## src/rtl/dmem_arbiter.sv

```systemverilog
// dmem_arbiter
//   Shares the single-port 128x8 data memory between NUM_REQ requesters
//   (core load/store sequencer, MOV engine, debug/preload port).
//   Round-robin arbitration with a bounded per-requester lock. Drives the
//   memory strobes directly, one transaction at a time, and returns read
//   data through a registered response tagged with the requester index.
//
//   Optional build macro: DMEM_ARB_PRIORITY_EN
//     defined   -> requester 0 has fixed top priority; 1..NUM_REQ-1 stay
//                  round-robin among themselves; requester 0's own lock is
//                  still bounded by MAX_HOLD.
//     undefined -> pure round-robin plus bounded lock.
//
// Ports
//   clk        in   system clock
//   reset      in   synchronous, active-high reset
//   req        in   [NUM_REQ]        transaction request per requester
//   we         in   [NUM_REQ]        1 = write, 0 = read
//   lock       in   [NUM_REQ]        request back-to-back ownership
//   addr       in   [NUM_REQ*ADDR_W] packed line numbers
//   wdata      in   [NUM_REQ*DATA_W] packed write data
//   gnt        out  [NUM_REQ]        one-hot, one-cycle grant pulse
//   rvalid     out  read response valid (one cycle)
//   rid        out  [2]              requester index of the response
//   rdata      out  [DATA_W]         registered read data
//   busy       out  high whenever the FSM is not IDLE
//   mem_line   out  [ADDR_W]         memory line number (0 outside ISSUE)
//   mem_in     out  [DATA_W]         memory write data (0 outside ISSUE)
//   mem_read   out  memory read strobe
//   mem_write  out  memory write strobe
//   mem_out    in   [DATA_W]         memory read data, valid cycle after mem_read

module dmem_arbiter #(
    parameter int NUM_REQ  = 3,
    parameter int ADDR_W   = 7,
    parameter int DATA_W   = 8,
    parameter int MAX_HOLD = 4
) (
    input  logic                        clk,
    input  logic                        reset,
    input  logic [NUM_REQ-1:0]          req,
    input  logic [NUM_REQ-1:0]          we,
    input  logic [NUM_REQ-1:0]          lock,
    input  logic [NUM_REQ*ADDR_W-1:0]   addr,
    input  logic [NUM_REQ*DATA_W-1:0]   wdata,
    output logic [NUM_REQ-1:0]          gnt,
    output logic                        rvalid,
    output logic [1:0]                  rid,
    output logic [DATA_W-1:0]           rdata,
    output logic                        busy,
    output logic [ADDR_W-1:0]           mem_line,
    output logic [DATA_W-1:0]           mem_in,
    output logic                        mem_read,
    output logic                        mem_write,
    input  logic [DATA_W-1:0]           mem_out
);

    localparam int CNT_W = $clog2(MAX_HOLD + 1);

    typedef enum logic [1:0] {
        IDLE  = 2'd0,
        ISSUE = 2'd1,
        WAIT  = 2'd2,
        RESP  = 2'd3
    } state_t;

    state_t state, state_next;

    // Registered transaction of the current winner
    logic [1:0]         win;
    logic [ADDR_W-1:0]  win_addr;
    logic [DATA_W-1:0]  win_wdata;
    logic               win_we;

    // Arbitration state
    logic [1:0]         ptr;
    logic               own_valid;
    logic [1:0]         own_idx;
    logic [CNT_W-1:0]   hold_cnt;
    logic [CNT_W-1:0]   next_cnt;

    // Arbitration results (combinational, used in IDLE only)
    logic               arb_any;
    logic [1:0]         arb_idx;
    logic               lock_win;
    logic               rr_found;
    logic [1:0]         rr_idx;
    logic [NUM_REQ-1:0] rr_req;
    logic [ADDR_W-1:0]  sel_addr;
    logic [DATA_W-1:0]  sel_wdata;
    logic               sel_we;

`ifdef DMEM_ARB_PRIORITY_EN
    // Set when requester 0 just used up its lock bound; for one arbitration
    // it then yields to any other pending requester.
    logic               prio_yield;
    logic               p0_win;
`endif

    // ------------------------------------------------------------------
    // Arbitration
    // ------------------------------------------------------------------
    always_comb begin
        int unsigned pos;
        rr_req = req;
`ifdef DMEM_ARB_PRIORITY_EN
        rr_req[0] = 1'b0;
`endif
        rr_found = 1'b0;
        rr_idx   = '0;
        pos      = 0;
        // First set bit scanning upward from the pointer, with wrap
        for (int unsigned k = 0; k < NUM_REQ; k++) begin
            pos = 32'(ptr) + k;
            if (pos >= NUM_REQ) pos = pos - NUM_REQ;
            if (!rr_found && rr_req[pos]) begin
                rr_found = 1'b1;
                rr_idx   = 2'(pos);
            end
        end
    end

    always_comb begin
        arb_any  = |req;
        lock_win = own_valid && req[own_idx] && (hold_cnt < CNT_W'(MAX_HOLD));
        arb_idx  = rr_idx;
`ifdef DMEM_ARB_PRIORITY_EN
        p0_win = req[0] && !(prio_yield && (|req[NUM_REQ-1:1]));
        if (p0_win)
            arb_idx = '0;
        else if (lock_win && own_idx != 2'd0)
            arb_idx = own_idx;
        else if (rr_found)
            arb_idx = rr_idx;
        else
            arb_idx = '0;
`else
        if (lock_win)
            arb_idx = own_idx;
`endif
    end

    // Mux the winner's request fields
    always_comb begin
        sel_addr  = '0;
        sel_wdata = '0;
        sel_we    = 1'b0;
        for (int unsigned i = 0; i < NUM_REQ; i++) begin
            if (arb_idx == 2'(i)) begin
                sel_addr  = addr[i*ADDR_W +: ADDR_W];
                sel_wdata = wdata[i*DATA_W +: DATA_W];
                sel_we    = we[i];
            end
        end
    end

    // Consecutive-grant count if the current winner keeps the lock
    always_comb begin
        if (own_valid && own_idx == win)
            next_cnt = hold_cnt + 1'b1;
        else
            next_cnt = CNT_W'(1);
    end

    // ------------------------------------------------------------------
    // FSM: state register
    // ------------------------------------------------------------------
    always_ff @(posedge clk) begin
        if (reset)
            state <= IDLE;
        else
            state <= state_next;
    end

    // FSM: next state
    always_comb begin
        state_next = state;
        case (state)
            IDLE:    if (arb_any) state_next = ISSUE;
            ISSUE:   state_next = win_we ? IDLE : WAIT;
            WAIT:    state_next = RESP;
            RESP:    state_next = IDLE;
            default: state_next = IDLE;
        endcase
    end

    // FSM: outputs
    always_comb begin
        gnt       = '0;
        mem_line  = '0;
        mem_in    = '0;
        mem_read  = 1'b0;
        mem_write = 1'b0;
        rvalid    = 1'b0;
        rid       = '0;
        busy      = (state != IDLE);
        case (state)
            ISSUE: begin
                for (int unsigned i = 0; i < NUM_REQ; i++)
                    gnt[i] = (win == 2'(i));
                mem_line  = win_addr;
                mem_in    = win_wdata;
                mem_write = win_we;
                mem_read  = !win_we;
            end
            RESP: begin
                rvalid = 1'b1;
                rid    = win;
            end
            default: ;
        endcase
    end

    // ------------------------------------------------------------------
    // Datapath and arbitration registers
    // ------------------------------------------------------------------
    always_ff @(posedge clk) begin
        if (reset) begin
            win        <= '0;
            win_addr   <= '0;
            win_wdata  <= '0;
            win_we     <= 1'b0;
            ptr        <= '0;
            own_valid  <= 1'b0;
            own_idx    <= '0;
            hold_cnt   <= '0;
            rdata      <= '0;
`ifdef DMEM_ARB_PRIORITY_EN
            prio_yield <= 1'b0;
`endif
        end else begin
            if (state == IDLE && arb_any) begin
                win       <= arb_idx;
                win_addr  <= sel_addr;
                win_wdata <= sel_wdata;
                win_we    <= sel_we;
            end

            if (state == ISSUE) begin
                ptr <= (win == 2'(NUM_REQ - 1)) ? 2'd0 : win + 2'd1;
`ifdef DMEM_ARB_PRIORITY_EN
                prio_yield <= 1'b0;
`endif
                if (lock[win]) begin
                    // Reaching the bound releases ownership so the next
                    // arbitration is plain round-robin.
                    if (next_cnt >= CNT_W'(MAX_HOLD)) begin
                        own_valid <= 1'b0;
                        hold_cnt  <= '0;
`ifdef DMEM_ARB_PRIORITY_EN
                        prio_yield <= (win == 2'd0);
`endif
                    end else begin
                        own_valid <= 1'b1;
                        own_idx   <= win;
                        hold_cnt  <= next_cnt;
                    end
                end else begin
                    own_valid <= 1'b0;
                    hold_cnt  <= '0;
                end
            end

            if (state == WAIT)
                rdata <= mem_out;
        end
    end

endmodule
```

## config.mk

```make
export PLATFORM = sky130hd
export DESIGN_NAME = dmem_arbiter
export DESIGN_NICKNAME = d
export VERILOG_FILES = /design/src/rtl/dmem_arbiter.sv
export SDC_FILE = /design/constraint.sdc
export NUM_CORES = 1
export LEC_CHECK = 0
export CORE_MARGIN = 1
export CORE_UTILIZATION = 46
export CTS_CLUSTER_DIAMETER = 100
export DETAILED_ROUTE_END_ITERATION = 8
export GPL_TIMING_DRIVEN = 0
export PLACE_DENSITY_LB_ADDON = 0.05
export SYNTH_ARGS = -nofsm -noshare
export SYNTH_HDL_FRONTEND = slang
export SYNTH_SLANG_ARGS = --single-unit
```

## constraint.sdc

```tcl
create_clock -name clk -period 6.2 [get_ports clk]
set_clock_uncertainty 0.2 [all_clocks]
set_input_delay 0.93 -clock clk [delete_from_list [all_inputs] [get_ports clk]]
set_output_delay 0.93 -clock clk [all_outputs]
set_load 0.01 [all_outputs]
```

==> run metrics <==
drt drc 0; Die Wd 71.0 µm; Worst setup SP type flip-flop; setup TNS 0 ps; hold wc startpoint rdata[5]$_SDFFE_PP0P_; Filler Cell Count 359; Die ar. 5030 µm²; Avg Cell Area, Syn 8.38 µm²; Multi-input gate area 1340 µm²; unrepaired setup endpoints after global routing false; Pleak 0.00121 µW; Worst Setup Path Type flip-flop to output pin; count of final max-slew check failures 0; Routed WL 5640 µm; f_max 288 MHz; vias in the first global route 2,181; clk_lat worst skew 280 ps; outcome completed; FF+latch area 721 µm²; Core Area 4470 µm²; WHS Path Cells 2; Detail Route Antenna Nets 0; most numerous cell in the Yosys netlist dfxtp_1; H-tree depth 2; Design Area, Final 3280 µm²; IO Port Bufs 93; antenna violations before repair 0; flop-to-flop setup slack 3260 ps; Cell Area, Synth 2190 µm²; Power Dens Cells 207 nW/µm²; CP max FO 10; Post-Syn Nets 330; total gr overflow 0; clock root buffer clkbuf_8; number of synthesized flops with an enable pin 0; Sinks on Clock Net 36; initial core utilization 48.9%; CTS tree built; pin count of the biggest net entering global routing 12; Setup WS post-layout 2720 ps; Worst Tran Pin Value 694 ps; Tot GR Track Use 23.3%; Final Hold Vio Count 0; Initial DRT Pass Iterations 6; CTS Buffer Depth 2; post-CTS setup buffer count 0; Resized Gates After CTS 0; end-of-flow core utilization 73.2%; maximum VDD drop 0.164 mV; DR WL/cell 13.6 µm; Max transition margin 53.6%; Critical R2R Launch ptr[0]$_SDFFE_PP0P_; crit share post-route 56.1%; top_reg_cell synth dfxtp_1; Crit. End Element output pin; Die Height 71.0 µm; top cells by count, synth 36 x dfxtp_1, 30 x nand2_1, 20 x mux2i_1; routability-driven placement congestion ratio 0.771; hold endpoint rdata[5]$_SDFFE_PP0P_; Synth top area share 33.0%; hpwl dp 4300 µm; CTS Hold Bufs 0; worst hold slack 260 ps; share of layout cells above drive strength 1 5.80%; num ports 96; ANT cells 0; Synth Instances 261; Worst-path clk slew 70 ps; R2R cell count 10; dpl ws 2580 ps; Synth-to-Final Area Change 49.8%; Yosys reg bits 36; nets 430; synth unique cells 42; R2R Path End win_addr[3]$_SDFFE_PP0P_; ys async rst share 0%; Tmin final 3480 ps; post-synthesis sequential area ratio 33.0%; initial drt markers 90; Synth area leader dfxtp_1; Site Rows 24; Area after DPL 3180 µm²; CP required 5070 ps; MaxCap Viol Count 0; vias per inst 5.36; Num CTS Buffers 5; Worst EP arrival 2350 ps; final setup fails 0; first-pass GRT wire length 9520 µm; top cells by area, synth dfxtp_1 33%, mux2i_1 9.2%, nand2_1 5.1%; vias 2,219; worst hold-check path type flip-flop to flip-flop; Synth warnings 0
state kept, by name (all words and copies together), names as in the netlist, named ones only:
name / cells
rdata: 8
win_wdata: 8
win_addr: 7
hold_cnt: 3
own_idx: 2
ptr: 2
win: 2
own_valid: 1
state: 1
win_we: 1
stage by stage:
step	std cells	power [µW]
final	414	677
after detailed placement	406	512
after CTS	414	682
after floorplan	261	414
after global placement	406	507
after global routing	414	715
where the power goes:
group / internal, µW / switching (µW)
Sequential: 258 / 14.9
Clock: 88.7 / 81.8
Combinational: 124 / 109
kinds of logic (layout without fill, tap and decap cells):
family                     Yosys count  after routing  share of synthesized area, %
AOI/OAI and AO/OA                   55             55                          18.4
xor gates and xnor gates             3              3                          1.20
adders and majority gates            5              5                          2.86
buffers and inverters               27            128                          5.78
DFF                                 36             36                          33.0
muxes                               21             21                          9.67
and+or+nand+nor                    114            114                          29.2
area by class of cell:
cell class / instances / share of cell area (%)
Clock inverter: 2 / 0.306
Inverter: 6 / 0.688
Timing Repair Buffer: 93 / 28.4
Sequential cell: 36 / 22.0
Clock buffer: 6 / 2.52
Buffer: 21 / 3.17
Multi-Input combinational cell: 198 / 40.9
Tap cell: 52 / 1.99
per-layer routing:
| metal | share of wire [%] | up-vias | wire [µm] | global-route usage (%) |
|---|---|---|---|---|
| met5 | 0 | - | 0 | 0 |
| met4 | 1.1 | 0 | 62 | 7.11 |
| met3 | 4.9 | 6 | 279 | 4.56 |
| met2 | 48 | 71 | 2720 | 41.9 |
| met1 | 46 | 1013 | 2580 | 28.1 |
| li1 | - | 1129 | - | - |
placed cells by master, fill, tap and decap left out, types with 10 or more instances in the layout:
cell type / n
nand4b_1: 10
clkbuf_1: 16
mux2i_1: 20
and2_1: 17
nor2_1: 14
a21oi_1: 16
clkdlybuf4s50_1: 93
dfxtp_1: 36
nand3b_1: 11
o211ai_1: 10
nand2_1: 30
how the worst max path moves through the flow:
stage | depth (start not counted) | endpoint | from
floorplan | 8 | win_addr[3]$_SDFFE_PP0P_ | req[0]
global placement | 8 | win_addr[3]$_SDFFE_PP0P_ | req[2]
detailed placement | 8 | win_addr[3]$_SDFFE_PP0P_ | req[2]
CTS | 4 | mem_line[0] | state[0]$_SDFFE_PP0P_
global route | 4 | mem_line[4] | state[0]$_SDFFE_PP0P_
finish | 4 | mem_line[0] | state[0]$_SDFFE_PP0P_
worst max-delay path, cell delays in order, from the launching register on:
cell,delay (ps)
dfxtp_1,450
nor2b_1,490
clkbuf_1,390
and2_1,200
clkdlybuf4s50_1,540
(Power assumes the default switching activity.)
